<file path="config.mk">
export PLATFORM = sky130hd
export DESIGN_NAME = hk_round_sequencer
export DESIGN_NICKNAME = d
export VERILOG_FILES = /design/src/rtl/hk_round_sequencer.sv
export SDC_FILE = /design/constraint.sdc
export NUM_CORES = 1
export LEC_CHECK = 0
export CORE_UTILIZATION = 47
export DETAILED_ROUTE_END_ITERATION = 10
export PLACE_DENSITY_LB_ADDON = 0.05
export SETUP_SLACK_MARGIN = 0.2
export SLEW_MARGIN = 10
export SYNTH_ARGS = -nofsm -noshare
export SYNTH_HDL_FRONTEND = slang
export SYNTH_SLANG_ARGS = --single-unit
</file>
<file path="constraint.sdc">
create_clock -name CLK -period 4.3 [get_ports CLK]
set_input_delay 1.075 -clock CLK [delete_from_list [all_inputs] [get_ports CLK]]
set_output_delay 1.075 -clock CLK [all_outputs]
set_load 0.005 [all_outputs]
</file>
<file path="src/rtl/hk_round_sequencer.sv">
// hk_round_sequencer: drives the HK constant memory for the SHA-256 core.
// After reset it kicks off the ROM-to-RAM copy and waits for MEM_RDY.
// Per block it streams NUM_H initial hash words and then NUM_K round constants.
// Each word uses an ISSUE cycle (address on the port, data captured at its end)
// followed by a PRESENT phase that holds WORD_VALID until the consumer accepts.
module hk_round_sequencer #(
   parameter int NUM_H       = 8,
   parameter int NUM_K       = 64,
   parameter int RDY_TIMEOUT = 255
) (
   input  logic        CLK,
   input  logic        RST,
   input  logic        BLOCK_START,
   input  logic        MEM_RDY,
   input  logic [31:0] MEM_DR,
   output logic        COPY_ROM,
   output logic        HK_SELECTOR,
   output logic [2:0]  H_ADDR,
   output logic [5:0]  K_ADDR,
   output logic [31:0] WORD_DATA,
   output logic        WORD_IS_K,
   output logic [5:0]  WORD_IDX,
   output logic        WORD_VALID,
   input  logic        WORD_READY,
   output logic        BUSY,
   output logic        BLOCK_DONE,
   output logic        SEQ_READY,
   output logic        ERR
);

   localparam int CW = $clog2(RDY_TIMEOUT + 1);

   typedef enum logic [2:0] {
      S_INIT, S_WAIT_RDY, S_READY, S_ISSUE, S_PRESENT, S_DONE, S_FAULT
   } state_t;

   state_t state_q, state_d;

   logic          copy_q, copy_d;
   logic          sel_q, sel_d;
   logic [2:0]    h_addr_q, h_addr_d;
   logic [5:0]    k_addr_q, k_addr_d;
   logic [31:0]   data_q, data_d;
   logic          is_k_q, is_k_d;
   logic [5:0]    idx_q, idx_d;
   logic          valid_q, valid_d;
   logic          busy_q, busy_d;
   logic          done_q, done_d;
   logic          err_q, err_d;
   logic [CW-1:0] cnt_q, cnt_d;

   logic [CW:0]   cnt_inc;
   logic          timeout;
   logic          h_last, k_last;

   assign cnt_inc = {1'b0, cnt_q} + (CW+1)'(1);
   assign timeout = (cnt_inc == (CW+1)'(RDY_TIMEOUT));
   assign h_last  = (h_addr_q == 3'(NUM_H - 1));
   assign k_last  = (k_addr_q == 6'(NUM_K - 1));

   // State and registered outputs; synchronous reset back to INIT.
   always_ff @(posedge CLK) begin
      if (RST) begin
         state_q  <= S_INIT;
         copy_q   <= 1'b0;
         sel_q    <= 1'b0;
         h_addr_q <= '0;
         k_addr_q <= '0;
         data_q   <= '0;
         is_k_q   <= 1'b0;
         idx_q    <= '0;
         valid_q  <= 1'b0;
         busy_q   <= 1'b0;
         done_q   <= 1'b0;
         err_q    <= 1'b0;
         cnt_q    <= '0;
      end else begin
         state_q  <= state_d;
         copy_q   <= copy_d;
         sel_q    <= sel_d;
         h_addr_q <= h_addr_d;
         k_addr_q <= k_addr_d;
         data_q   <= data_d;
         is_k_q   <= is_k_d;
         idx_q    <= idx_d;
         valid_q  <= valid_d;
         busy_q   <= busy_d;
         done_q   <= done_d;
         err_q    <= err_d;
         cnt_q    <= cnt_d;
      end
   end

   // Next-state decode; MEM_RDY takes priority over the timeout.
   always_comb begin
      state_d = state_q;
      case (state_q)
         S_INIT:     state_d = S_WAIT_RDY;
         S_WAIT_RDY: if (MEM_RDY) state_d = S_READY;
                     else if (timeout) state_d = S_FAULT;
         S_READY:    if (BLOCK_START) state_d = S_ISSUE;
         S_ISSUE:    state_d = S_PRESENT;
         S_PRESENT:  if (WORD_READY) state_d = (sel_q && k_last) ? S_DONE : S_ISSUE;
         S_DONE:     state_d = S_READY;
         S_FAULT:    state_d = S_FAULT;
         default:    state_d = S_INIT;
      endcase
   end

   // Next values of the registered outputs, address counters and timeout counter.
   always_comb begin
      copy_d   = 1'b0;
      sel_d    = sel_q;
      h_addr_d = h_addr_q;
      k_addr_d = k_addr_q;
      data_d   = data_q;
      is_k_d   = is_k_q;
      idx_d    = idx_q;
      valid_d  = valid_q;
      busy_d   = busy_q;
      done_d   = 1'b0;
      err_d    = err_q;
      cnt_d    = cnt_q;
      case (state_q)
         S_INIT: begin
            copy_d = 1'b1;
            cnt_d  = '0;
         end
         S_WAIT_RDY: begin
            cnt_d = cnt_inc[CW-1:0];
            if (MEM_RDY)      cnt_d = '0;
            else if (timeout) err_d = 1'b1;
         end
         S_READY: begin
            if (BLOCK_START) begin
               busy_d   = 1'b1;
               sel_d    = 1'b0;
               h_addr_d = '0;
            end
         end
         S_ISSUE: begin
            // Memory data for the address held this cycle is captured here.
            data_d  = MEM_DR;
            valid_d = 1'b1;
            is_k_d  = sel_q;
            idx_d   = sel_q ? k_addr_q : {3'b000, h_addr_q};
         end
         S_PRESENT: begin
            if (WORD_READY) begin
               valid_d = 1'b0;
               if (!sel_q) begin
                  if (h_last) begin
                     h_addr_d = '0;
                     k_addr_d = '0;
                     sel_d    = 1'b1;
                  end else begin
                     h_addr_d = h_addr_q + 3'd1;
                  end
               end else if (k_last) begin
                  k_addr_d = '0;
                  sel_d    = 1'b0;
                  done_d   = 1'b1;
               end else begin
                  k_addr_d = k_addr_q + 6'd1;
               end
            end
         end
         S_DONE:  busy_d = 1'b0;
         S_FAULT: begin
            valid_d = 1'b0;
            busy_d  = 1'b0;
         end
         default: ;
      endcase
   end

   assign COPY_ROM    = copy_q;
   assign HK_SELECTOR = sel_q;
   assign H_ADDR      = h_addr_q;
   assign K_ADDR      = k_addr_q;
   assign WORD_DATA   = data_q;
   assign WORD_IS_K   = is_k_q;
   assign WORD_IDX    = idx_q;
   assign WORD_VALID  = valid_q;
   assign BUSY        = busy_q;
   assign BLOCK_DONE  = done_q;
   assign SEQ_READY   = (state_q == S_READY);
   assign ERR         = err_q;

endmodule
</file>
* After elaboration in Yosys (flattened, before gate mapping)
Cells that the tools add are included.
Word-level totals: register bits 65, input bits 37
Cells by class: add/sub/neg operators 3, equal/unequal tests 13, multiplexer cells 29, bitwise gates (word level) 4, reduce and logical (&&, ||, !) cells 16
Operators with widths (number):
- 2-to-1 mux 3 bit | 9
- 2-to-1 mux 6 bit | 4
- case mux 3 bit (7 select lines) | 1
- case mux 8 bit (2 select lines) | 1
- equality test 3 bit, second input constant | 4
- AND reduction 3 bit | 4
- adder 8 x 1 -> 9 bit, second input constant | 1
- equality test 9 x 8 -> 1 bit, second input constant | 1
- 2-to-1 mux 1 bit | 9
- 2-to-1 mux 8 bit | 1
- nonzero test 2 bit | 4
- adder 6 x 1 -> 6 bit, second input constant | 1
- equality test 3 x 2 -> 1 bit, second input constant | 2
- equality test 6 bit, second input constant | 1
- != test 2 bit, second input constant | 3
- case mux 3 bit (2 select lines) | 1
- inverter 1 bit | 4
- case mux 1 bit (2 select lines) | 2
- AND reduction 2 bit | 2
- AND reduction 4 bit | 1
- OR reduction 4 bit | 1
- adder 3 x 1 -> 3 bit, second input constant | 1
- equality test 3 x 1 -> 1 bit, second input constant | 1
- zero test 3 bit | 1
- 5 further kinds | 5

* Longest topological paths before layout
Gate-level depths: netlist of run 1.
word-level depth 5, mapped depth 6, depth with buffers taken out 6

* Least setup slack after synthesis of run 1
Ideal clock, no wire load.
path type input to register, start point input port MEM_RDY, end point register cnt_q[7], setup time 91 ps, data arrival time 2089 ps, required time 4209 ps, setup slack 2120 ps, stages on the path 5, path through or4b_4 > buf_6 > nor3_2 > nor2_1 > a311oi_1
On the way: cells in the longest elaborated chain, start to end 2
Ends and longest elaborated chain:
- from (decl) | line 14 | input logic MEM_RDY,
- 2-to-1 mux 8 bit | line 131 | if (MEM_RDY) cnt_d = '0;
- case mux 8 bit (2 select lines) | line 124 | case (state_q)
- to (signal assigned) | line 90 | cnt_q <= cnt_d;
- to (decl) | line 50 | logic [CW-1:0] cnt_q, cnt_d;
No other way between the ends. A chain may end at the register's enable or synchronous reset.

* Worst setup path after layout of run 1
start point register state_q[1], end point output port SEQ_READY
On the way: cells in the longest elaborated chain, start to end 1
Ends and longest elaborated chain:
- from (decl) | line 37 | state_t state_q, state_d;
- from (signal assigned) | line 78 | state_q <= state_d;
- equality test 3 x 2 -> 1 bit | line 187 | assign SEQ_READY = (state_q == S_READY);
- to (decl) | line 27 | output logic SEQ_READY,
No other way between the ends.

==> metrics.txt, run 1 <==
# TYPE chip_impl_metric gauge
chip_impl_info{name="outcome",value="finished clean"} 1
chip_impl_info{name="grt_setup_unrepaired",value="no"} 1
chip_impl_info{name="yosys.area.top_type",value="sky130_fd_sc_hd__dfxtp_1"} 1
chip_impl_info{name="crit-reg2reg-launch",value="state_q[0]"} 1
chip_impl_metric{name="grt_antenna_before_repair",unit=""} 0
chip_impl_metric{name="core",unit="sq mm"} 0.005608
chip_impl_metric{name="wire_per_inst",unit="um"} 13.84
chip_impl_metric{name="max_cap_violations",unit=""} 0
chip_impl_metric{name="final_net_count",unit=""} 469
chip_impl_metric{name="holdPathStages",unit=""} 2
chip_impl_metric{name="synth_area_per_cell",unit="sq um"} 8.064
chip_impl_info{name="crit_path_cell_chain",value="nand2b_1 -> nor2_1 -> clkdlybuf4s50_1"} 1
chip_impl_metric{name="insertedDiodeCount",unit=""} 0
chip_impl_metric{name="postRouteAntennaNets",unit=""} 0
chip_impl_metric{name="power.clock.fraction",unit="%"} 36.7
chip_impl_info{name="hold_class",value="reg2reg"} 1
chip_impl_metric{name="worst_path_largest_cell_delay",unit="ps"} 680
chip_impl_metric{name="drt_first_pass_iters",unit=""} 5
chip_impl_metric{name="synth_enable_flop_cells",unit=""} 0
chip_impl_info{name="cts_tree",value="built"} 1
chip_impl_info{name="setup.worst_path.start_class",value="flip-flop"} 1
chip_impl_metric{name="worstPathMaxFanout",unit=""} 19
chip_impl_info{name="hold_path_startpoint",value="WORD_DATA[3]"} 1
chip_impl_metric{name="synth.top_cell.area_share",unit="%"} 46.64
chip_impl_metric{name="slew_headroom",unit="%"} 41.10
chip_impl_info{name="synth_most_common_cell",value="sky130_fd_sc_hd__nand2_1"} 1
chip_impl_metric{name="finish.utilization",unit="%"} 69.28
chip_impl_metric{name="floorplan.die.height",unit="um"} 79.05
chip_impl_metric{name="place_congestion",unit=""} 0.8198
chip_impl_info{name="root_buffer",value="sky130_fd_sc_hd__clkbuf_8"} 1
chip_impl_metric{name="drive_gt1_share",unit="%"} 6.265
chip_impl_metric{name="leakage_dissipation",unit="uW"} 0.001288
chip_impl_metric{name="clock_latency_of_the_later_clocked_register_in_the_worst_skew_pair",unit="ps"} 340
chip_impl_metric{name="synth.yosys.seq_area_share",unit="%"} 46.64
chip_impl_metric{name="cts.htree.levels",unit=""} 3
chip_impl_metric{name="r2r_cells",unit=""} 4
chip_impl_metric{name="report.final.hold_viol_count",unit=""} 0
chip_impl_metric{name="internal_power",unit="uW"} 974.5
chip_impl_metric{name="largest_net_degree_at_the_start_of_global_routing",unit=""} 50
chip_impl_metric{name="numClockSinks",unit=""} 65
chip_impl_metric{name="fmax",unit="MHz"} 343.4
chip_impl_metric{name="fin_clk_skew",unit="ps"} 8.908
chip_impl_metric{name="synth.distinct_cells",unit=""} 48
chip_impl_info{name="netlist_top_cells_area",value="sky130_fd_sc_hd__dfxtp_1, sky130_fd_sc_hd__nand2_1, sky130_fd_sc_hd__a21oi_1, sky130_fd_sc_hd__nor2_1, sky130_fd_sc_hd__clkbuf_1"} 1
chip_impl_metric{name="switching_share",unit="%"} 25.33
chip_impl_metric{name="grt_first_pass_wirelength",unit="mm"} 11.07
chip_impl_metric{name="stdcell_area",unit="sq mm"} 0.003885
chip_impl_metric{name="placement.cell_area",unit="sq mm"} 0.003704
chip_impl_metric{name="combinationalPowerShare",unit="%"} 13.5
chip_impl_metric{name="synth_warnings",unit=""} 0
chip_impl_metric{name="synthArstFlopShare",unit="%"} 0
chip_impl_info{name="end_kind",value="output port"} 1
chip_impl_metric{name="die_area",unit="sq mm"} 0.006249
chip_impl_info{name="slowest_library_cell_on_the_worst_path",value="sky130_fd_sc_hd__dfxtp_1"} 1
chip_impl_metric{name="r2r_setup_slack",unit="ps"} 2350
chip_impl_metric{name="netlist_area",unit="sq mm"} 0.002790
chip_impl_metric{name="route.final.wire_length",unit="mm"} 6.960
chip_impl_metric{name="detail_route.drc_violations",unit=""} 0
chip_impl_metric{name="synth.ff_latch_count",unit=""} 65
chip_impl_metric{name="grt_usage",unit="%"} 22.88
chip_impl_metric{name="grt_pass1_vias",unit=""} 2428
chip_impl_metric{name="synthToLayoutAreaGrowth",unit="%"} 39.24
chip_impl_metric{name="postSynthNetCount",unit=""} 388
chip_impl_metric{name="rows",unit=""} 27
chip_impl_metric{name="worst_ep_required_time",unit="ps"} 3220
chip_impl_metric{name="die_width",unit="um"} 79.05
chip_impl_metric{name="cts_hold_buf",unit=""} 0
chip_impl_metric{name="dr.first_iter.drc_count",unit=""} 96
chip_impl_metric{name="finalMaxSlewViolations",unit=""} 0
chip_impl_metric{name="boundaryPins",unit=""} 92
chip_impl_metric{name="p_per_area",unit="mW/mm^2"} 335.9
chip_impl_metric{name="num_cts_buffers",unit=""} 9
chip_impl_info{name="critical_path_class",value="reg2out"} 1
chip_impl_metric{name="fin_crit_sh",unit="%"} 67.73
chip_impl_metric{name="max-clock-path-buffers",unit=""} 2
chip_impl_metric{name="io_buffer_count",unit=""} 91
chip_impl_metric{name="vdd_ir_drop_max",unit="uV"} 218.1
chip_impl_metric{name="postCtsResizedCells",unit=""} 0
chip_impl_metric{name="dr_total_vias",unit=""} 2712
chip_impl_metric{name="psw",unit="uW"} 330.5
chip_impl_info{name="postSynth.topFlopCell",value="sky130_fd_sc_hd__dfxtp_1"} 1
chip_impl_metric{name="syn_inst",unit=""} 346
chip_impl_metric{name="worst-slew-pin-transition",unit="ps"} 883.5
chip_impl_metric{name="globalRoute.totalOverflow",unit=""} 0
chip_impl_metric{name="design_power_total",unit="uW"} 1305
chip_impl_info{name="worst_r2r_endpoint",value="cnt_q[7]"} 1
chip_impl_metric{name="final-setup-viol-count",unit=""} 0
chip_impl_metric{name="seq_power_share",unit="%"} 49.8
chip_impl_metric{name="worst_ep_arrival_time",unit="ps"} 1840
chip_impl_metric{name="vias_per_cell",unit=""} 5.392
chip_impl_metric{name="floorplan.initialDensity",unit="%"} 49.75
chip_impl_metric{name="hpwl",unit="mm"} 4.609
chip_impl_metric{name="tns",unit="ps"} 0
chip_impl_info{name="synth_commonest_cells",value="sky130_fd_sc_hd__nand2_1, sky130_fd_sc_hd__dfxtp_1, sky130_fd_sc_hd__a21oi_1"} 1
chip_impl_metric{name="fin_worst_hold_slack",unit="ps"} 452.5
chip_impl_metric{name="cts_setup_buffers",unit=""} 0
chip_impl_metric{name="finalWorstPathRequiredPeriod",unit="ps"} 2912
chip_impl_info{name="min_delay_worst_endpoint",value="WORD_DATA[3]"} 1
chip_impl_metric{name="clk_pin_slew_worst_paths",unit="ps"} 70
[worst max path at each step]
stage,start,end,slack [ps],cells after the start
final,state_q[1],SEQ_READY,1390,3
after global placement,WORD_READY,K_ADDR[4],1470,5
after detailed placement,WORD_READY,K_ADDR[4],1420,5
after CTS,state_q[1],SEQ_READY,1390,3
after global routing,state_q[1],SEQ_READY,1300,3
after floorplan,MEM_RDY,cnt_q[7],2120,5
[state kept, by name, summed over array words and instances (netlist names)]
register     count
COPY_ROM         1
WORD_DATA       32
WORD_IDX         6
K_ADDR           6
WORD_IS_K        1
BLOCK_DONE       1
WORD_VALID       1
HK_SELECTOR      1
ERR              1
H_ADDR           3
state_q          3
BUSY             1
cnt_q            8
[through the flow]
stage | setup WS, ps | instances
floorplan | 2120 | 346
CTS | 1393 | 503
detailed placement | 1416 | 488
global placement | 1472 | 488
finish | 1388 | 503
global route | 1298 | 503
[power groups by stage]
stage          clock network [uW]  logic [uW]  registers [uW]
2_1_floorplan                   0        98.1             652
3_3_place_gp                    0         175             663
3_5_place_dp                    0         177             664
4_1_cts                       491         178             650
5_1_grt                       515         193             654
6_report                      479         176             650
[cells by family (layout without fill, tap and decap cells)]
logic type / count (synthesis) / after routing / synth area share, %
xor gates and xnor gates: 2 / 2 / 0.6279
DFF: 65 / 65 / 46.64
adders and majority gates: 5 / 5 / 2.242
muxes: 5 / 5 / 1.794
and+or+nand+nor: 157 / 157 / 26.73
buffers and inverters: 27 / 112 / 4.260
AOI/OAI and AO/OA: 85 / 85 / 17.71
[routing by layer]
metal  track usage, %  part of all wire, %  vias up
met2            40.34                   50       58
met4            10.36                  1.8        0
met5                0                    0        -
li1                 -                    -     1358
met3            5.172                  4.7       11
met1            26.15                   43     1285
[area by class of cell]
| cell class | count | area [sq um] |
|---|---|---|
| fill | 466 | 1723 |
| multi-input combinational | 254 | 1373 |
| sequential | 65 | 1301 |
| timing repair buffer | 94 | 928.4 |
| clock buffer | 13 | 168.9 |
| tap | 72 | 90.09 |
| clock inverter | 2 | 12.51 |
| inverter | 3 | 11.26 |
[critical path, delay by kind of cell, from the launching register on]
kind	cells	cell delay, ps
buffers and inverters	1	500
AND/OR/NAND/NOR	2	310
flip-flops	1	680
[cell usage in the layout (no fill, tap or decap), types with 2 or more instances in the layout]
master and n:
sky130_fd_sc_hd__nand2_1 83, sky130_fd_sc_hd__nand3b_1 4, sky130_fd_sc_hd__a211oi_1 5, sky130_fd_sc_hd__o21a_1 2, sky130_fd_sc_hd__dfxtp_1 65, sky130_fd_sc_hd__nand3_1 13, sky130_fd_sc_hd__a21oi_1 52, sky130_fd_sc_hd__nor2_2 2
sky130_fd_sc_hd__a31oi_1 6, sky130_fd_sc_hd__nor2_1 22, sky130_fd_sc_hd__ha_1 5, sky130_fd_sc_hd__buf_4 3, sky130_fd_sc_hd__nor3b_1 5, sky130_fd_sc_hd__or4b_1 2, sky130_fd_sc_hd__nand2b_1 3, sky130_fd_sc_hd__nand4_1 5
sky130_fd_sc_hd__mux2i_1 5, sky130_fd_sc_hd__nor3_1 3, sky130_fd_sc_hd__clkbuf_8 12, sky130_fd_sc_hd__inv_1 3, sky130_fd_sc_hd__and3_1 2, sky130_fd_sc_hd__o21ai_0 7, sky130_fd_sc_hd__or2_2 2, sky130_fd_sc_hd__clkdlybuf4s50_1 90
sky130_fd_sc_hd__a311oi_1 3, sky130_fd_sc_hd__and2_1 2
Power figures use the tool's default switching activity.
==> inputs of run 2 (changes only) <==
--- a/config.mk
+++ b/config.mk
@@ -5,7 +5,7 @@
 export SDC_FILE = /design/constraint.sdc
 export NUM_CORES = 1
 export LEC_CHECK = 0
-export CORE_UTILIZATION = 47
+export CORE_UTILIZATION = 41
 export DETAILED_ROUTE_END_ITERATION = 10
 export PLACE_DENSITY_LB_ADDON = 0.05
 export SETUP_SLACK_MARGIN = 0.2
==> constraint.sdc (replaced) <==
create_clock -name CLK -period 2.5 [get_ports CLK]
set_input_delay 0.625 -clock CLK [delete_from_list [all_inputs] [get_ports CLK]]
set_output_delay 0.625 -clock CLK [all_outputs]
set_load 0.005 [all_outputs]
==> metrics.txt, run 2 (synthesis gave the netlist of run 1 again) <==
# TYPE chip_impl_metric gauge
chip_impl_info{name="outcome",value="finished, violations left"} 1
chip_impl_info{name="violated_checks",value="DRC"} 1
chip_impl_metric{name="r2r_cells",unit=""} 5
chip_impl_metric{name="numClockSinks",unit=""} 65
chip_impl_metric{name="clk_pin_slew_worst_paths",unit="ps"} 80
chip_impl_metric{name="finalWorstPathRequiredPeriod",unit="ps"} 2120
chip_impl_metric{name="hpwl",unit="mm"} 4.813
chip_impl_info{name="setup.worst_path.start_class",value="flip-flop"} 1
chip_impl_metric{name="max-clock-path-buffers",unit=""} 2
chip_impl_metric{name="worstPathMaxFanout",unit=""} 7
chip_impl_metric{name="tns",unit="ps"} 0
chip_impl_metric{name="place_congestion",unit=""} 0.7811
chip_impl_metric{name="postRouteAntennaNets",unit=""} 0
chip_impl_metric{name="largest_register_ffs",unit=""} 32
chip_impl_metric{name="wire_per_inst",unit="um"} 13.92
chip_impl_metric{name="detail_route.drc_violations",unit=""} 6
chip_impl_metric{name="floorplan.die.height",unit="um"} 84.50
chip_impl_info{name="crit-reg2reg-launch",value="state_q[1]"} 1
chip_impl_metric{name="grt_first_pass_wirelength",unit="mm"} 11.71
chip_impl_metric{name="insertedDiodeCount",unit=""} 0
chip_impl_metric{name="die_width",unit="um"} 84.50
chip_impl_metric{name="fill_cells",unit=""} 577
chip_impl_metric{name="globalRoute.totalOverflow",unit=""} 0
chip_impl_metric{name="vias_per_cell",unit=""} 5.248
chip_impl_metric{name="fmax",unit="MHz"} 471.6
chip_impl_metric{name="worst-slew-pin-transition",unit="ps"} 462.6
chip_impl_metric{name="drive_gt1_share",unit="%"} 8.656
chip_impl_metric{name="finalMaxSlewViolations",unit=""} 0
chip_impl_metric{name="drt_first_pass_iters",unit=""} 8
chip_impl_metric{name="clock_latency_of_the_later_clocked_register_in_the_worst_skew_pair",unit="ps"} 350
chip_impl_metric{name="fin_crit_sh",unit="%"} 84.82
chip_impl_metric{name="num_cts_buffers",unit=""} 9
chip_impl_info{name="worst_r2r_endpoint",value="K_ADDR[4]"} 1
chip_impl_metric{name="sequential_cell_area",unit="sq mm"} 0.001304
chip_impl_metric{name="largest_net_degree_at_the_start_of_global_routing",unit=""} 43
chip_impl_metric{name="route.final.wire_length",unit="mm"} 7.183
chip_impl_metric{name="holdPathStages",unit=""} 2
chip_impl_info{name="min_delay_worst_endpoint",value="WORD_DATA[13]"} 1
chip_impl_metric{name="core",unit="sq mm"} 0.006459
chip_impl_metric{name="grt_usage",unit="%"} 20.58
chip_impl_info{name="cts_tree",value="built"} 1
chip_impl_metric{name="dr_total_vias",unit=""} 2708
chip_impl_metric{name="worst_ep_required_time",unit="ps"} 1880
chip_impl_metric{name="grt_antenna_before_repair",unit=""} 0
chip_impl_metric{name="vdd_ir_drop_max",unit="uV"} 292.1
chip_impl_info{name="layout_common_cells",value="sky130_fd_sc_hd__clkdlybuf4s50_1, sky130_fd_sc_hd__nand2_1, sky130_fd_sc_hd__dfxtp_1, sky130_fd_sc_hd__a21oi_1, sky130_fd_sc_hd__nor2_1"} 1
chip_impl_metric{name="max_cap_violations",unit=""} 0
chip_impl_info{name="root_buffer",value="sky130_fd_sc_hd__clkbuf_8"} 1
chip_impl_metric{name="report.final.hold_viol_count",unit=""} 0
chip_impl_info{name="hold_path_startpoint",value="WORD_DATA[13]"} 1
chip_impl_metric{name="multi_input_gate_area",unit="sq mm"} 0.001373
chip_impl_metric{name="rows",unit=""} 29
chip_impl_metric{name="p_per_area",unit="mW/mm^2"} 614.9
chip_impl_info{name="critical_path_class",value="reg2out"} 1
chip_impl_metric{name="boundaryPins",unit=""} 92
chip_impl_metric{name="grt_pass1_vias",unit=""} 2500
chip_impl_metric{name="slew_headroom",unit="%"} 69.10
chip_impl_info{name="final_common_cell",value="sky130_fd_sc_hd__clkdlybuf4s50_1"} 1
chip_impl_metric{name="floorplan.initialDensity",unit="%"} 43.20
chip_impl_metric{name="die_area",unit="sq mm"} 0.007139
chip_impl_metric{name="r2r_setup_slack",unit="ps"} 760
chip_impl_metric{name="placement.cell_area",unit="sq mm"} 0.003762
chip_impl_metric{name="cts.htree.levels",unit=""} 3
chip_impl_metric{name="stdcell_area",unit="sq mm"} 0.003991
chip_impl_metric{name="fin_clk_skew",unit="ps"} 12.46
chip_impl_metric{name="dr.first_iter.drc_count",unit=""} 124
chip_impl_metric{name="fin_worst_hold_slack",unit="ps"} 453.8
chip_impl_metric{name="final-setup-viol-count",unit=""} 0
chip_impl_metric{name="final_net_count",unit=""} 476
chip_impl_metric{name="design_power_total",unit="uW"} 2454
chip_impl_metric{name="synthToLayoutAreaGrowth",unit="%"} 43.05
chip_impl_info{name="grt_setup_unrepaired",value="no"} 1
chip_impl_metric{name="place_ws",unit="ps"} 245.6
chip_impl_metric{name="leakage_dissipation",unit="uW"} 0.001342
chip_impl_info{name="end_kind",value="output port"} 1
chip_impl_metric{name="postLayoutSetupSlackWorst",unit="ps"} 379.6
chip_impl_metric{name="cts_hold_buf",unit=""} 0
chip_impl_info{name="hold_class",value="reg2reg"} 1
chip_impl_metric{name="worst_ep_arrival_time",unit="ps"} 1500
chip_impl_metric{name="io_buffer_count",unit=""} 91
==> run 2: cell types whose count changed in the layout (fill, tap and decap cells not counted), sizes merged <==
cell      delta
buf          +7
clkbuf       -3
clkinvlp     +1
bufinv       +2
inv          +1
==> run 2: critical path, stage by stage, from the launching register on <==
cell                              delay (ps)
sky130_fd_sc_hd__dfxtp_2                 400
sky130_fd_sc_hd__nand2b_1                130
sky130_fd_sc_hd__nor2_1                  110
sky130_fd_sc_hd__clkdlybuf4s50_1         510
==> run 2: final cells by class <==
type / count / area share [%]
multi-input combinational: 254 / 34.39
clock buffer: 10 / 3.448
tap: 77 / 2.414
inverter: 3 / 0.2821
timing repair buffer: 101 / 24.58
sequential: 65 / 32.66
clock inverter: 6 / 2.226
==> run 2: metrics by stage <==
stage | utilization (%) | cells
after global routing | 61.80 | 516
after CTS | 61.76 | 516
after floorplan | - | 346
after global placement | 58.25 | 500
after detailed placement | 58.25 | 500
final | 61.80 | 516
==> run 2: metal layers <==
metal / part of all wire, % / vias up / global-route usage (%) / routed length (um)
met5: 0 / - / 0 / 0
met4: 1.7 / 0 / 8.475 / 125
met3: 5.7 / 12 / 5.211 / 410
met2: 48 / 81 / 35.25 / 3476
met1: 44 / 1243 / 24.62 / 3171
li1: - / 1372 / - / -
==> run 2: report_power, final <==
| group | switching (uW) | internal [uW] | total, uW |
|---|---|---|---|
| clock network | 430 | 590 | 1020 |
| logic | 149 | 174 | 323 |
| registers | 34.4 | 1080 | 1110 |
| total | 613 | 1840 | 2450 |
==> run 2: worst max-delay path by stage <==
stage | from | endpoint | slack (ps) | depth (start not counted)
after detailed placement | WORD_READY | K_ADDR[4] | 250 | 5
after floorplan | MEM_RDY | cnt_q[7] | 770 | 5
after global routing | state_q[1] | SEQ_READY | 300 | 3
after CTS | state_q[1] | SEQ_READY | 260 | 3
final | state_q[1] | SEQ_READY | 380 | 3
after global placement | WORD_READY | K_ADDR[3] | 270 | 5
==> run 2: timing repair <==
item	CTS	global route
endpoints found under the setup margin	0	1
setup buffers	0	0
resized for setup	0	2
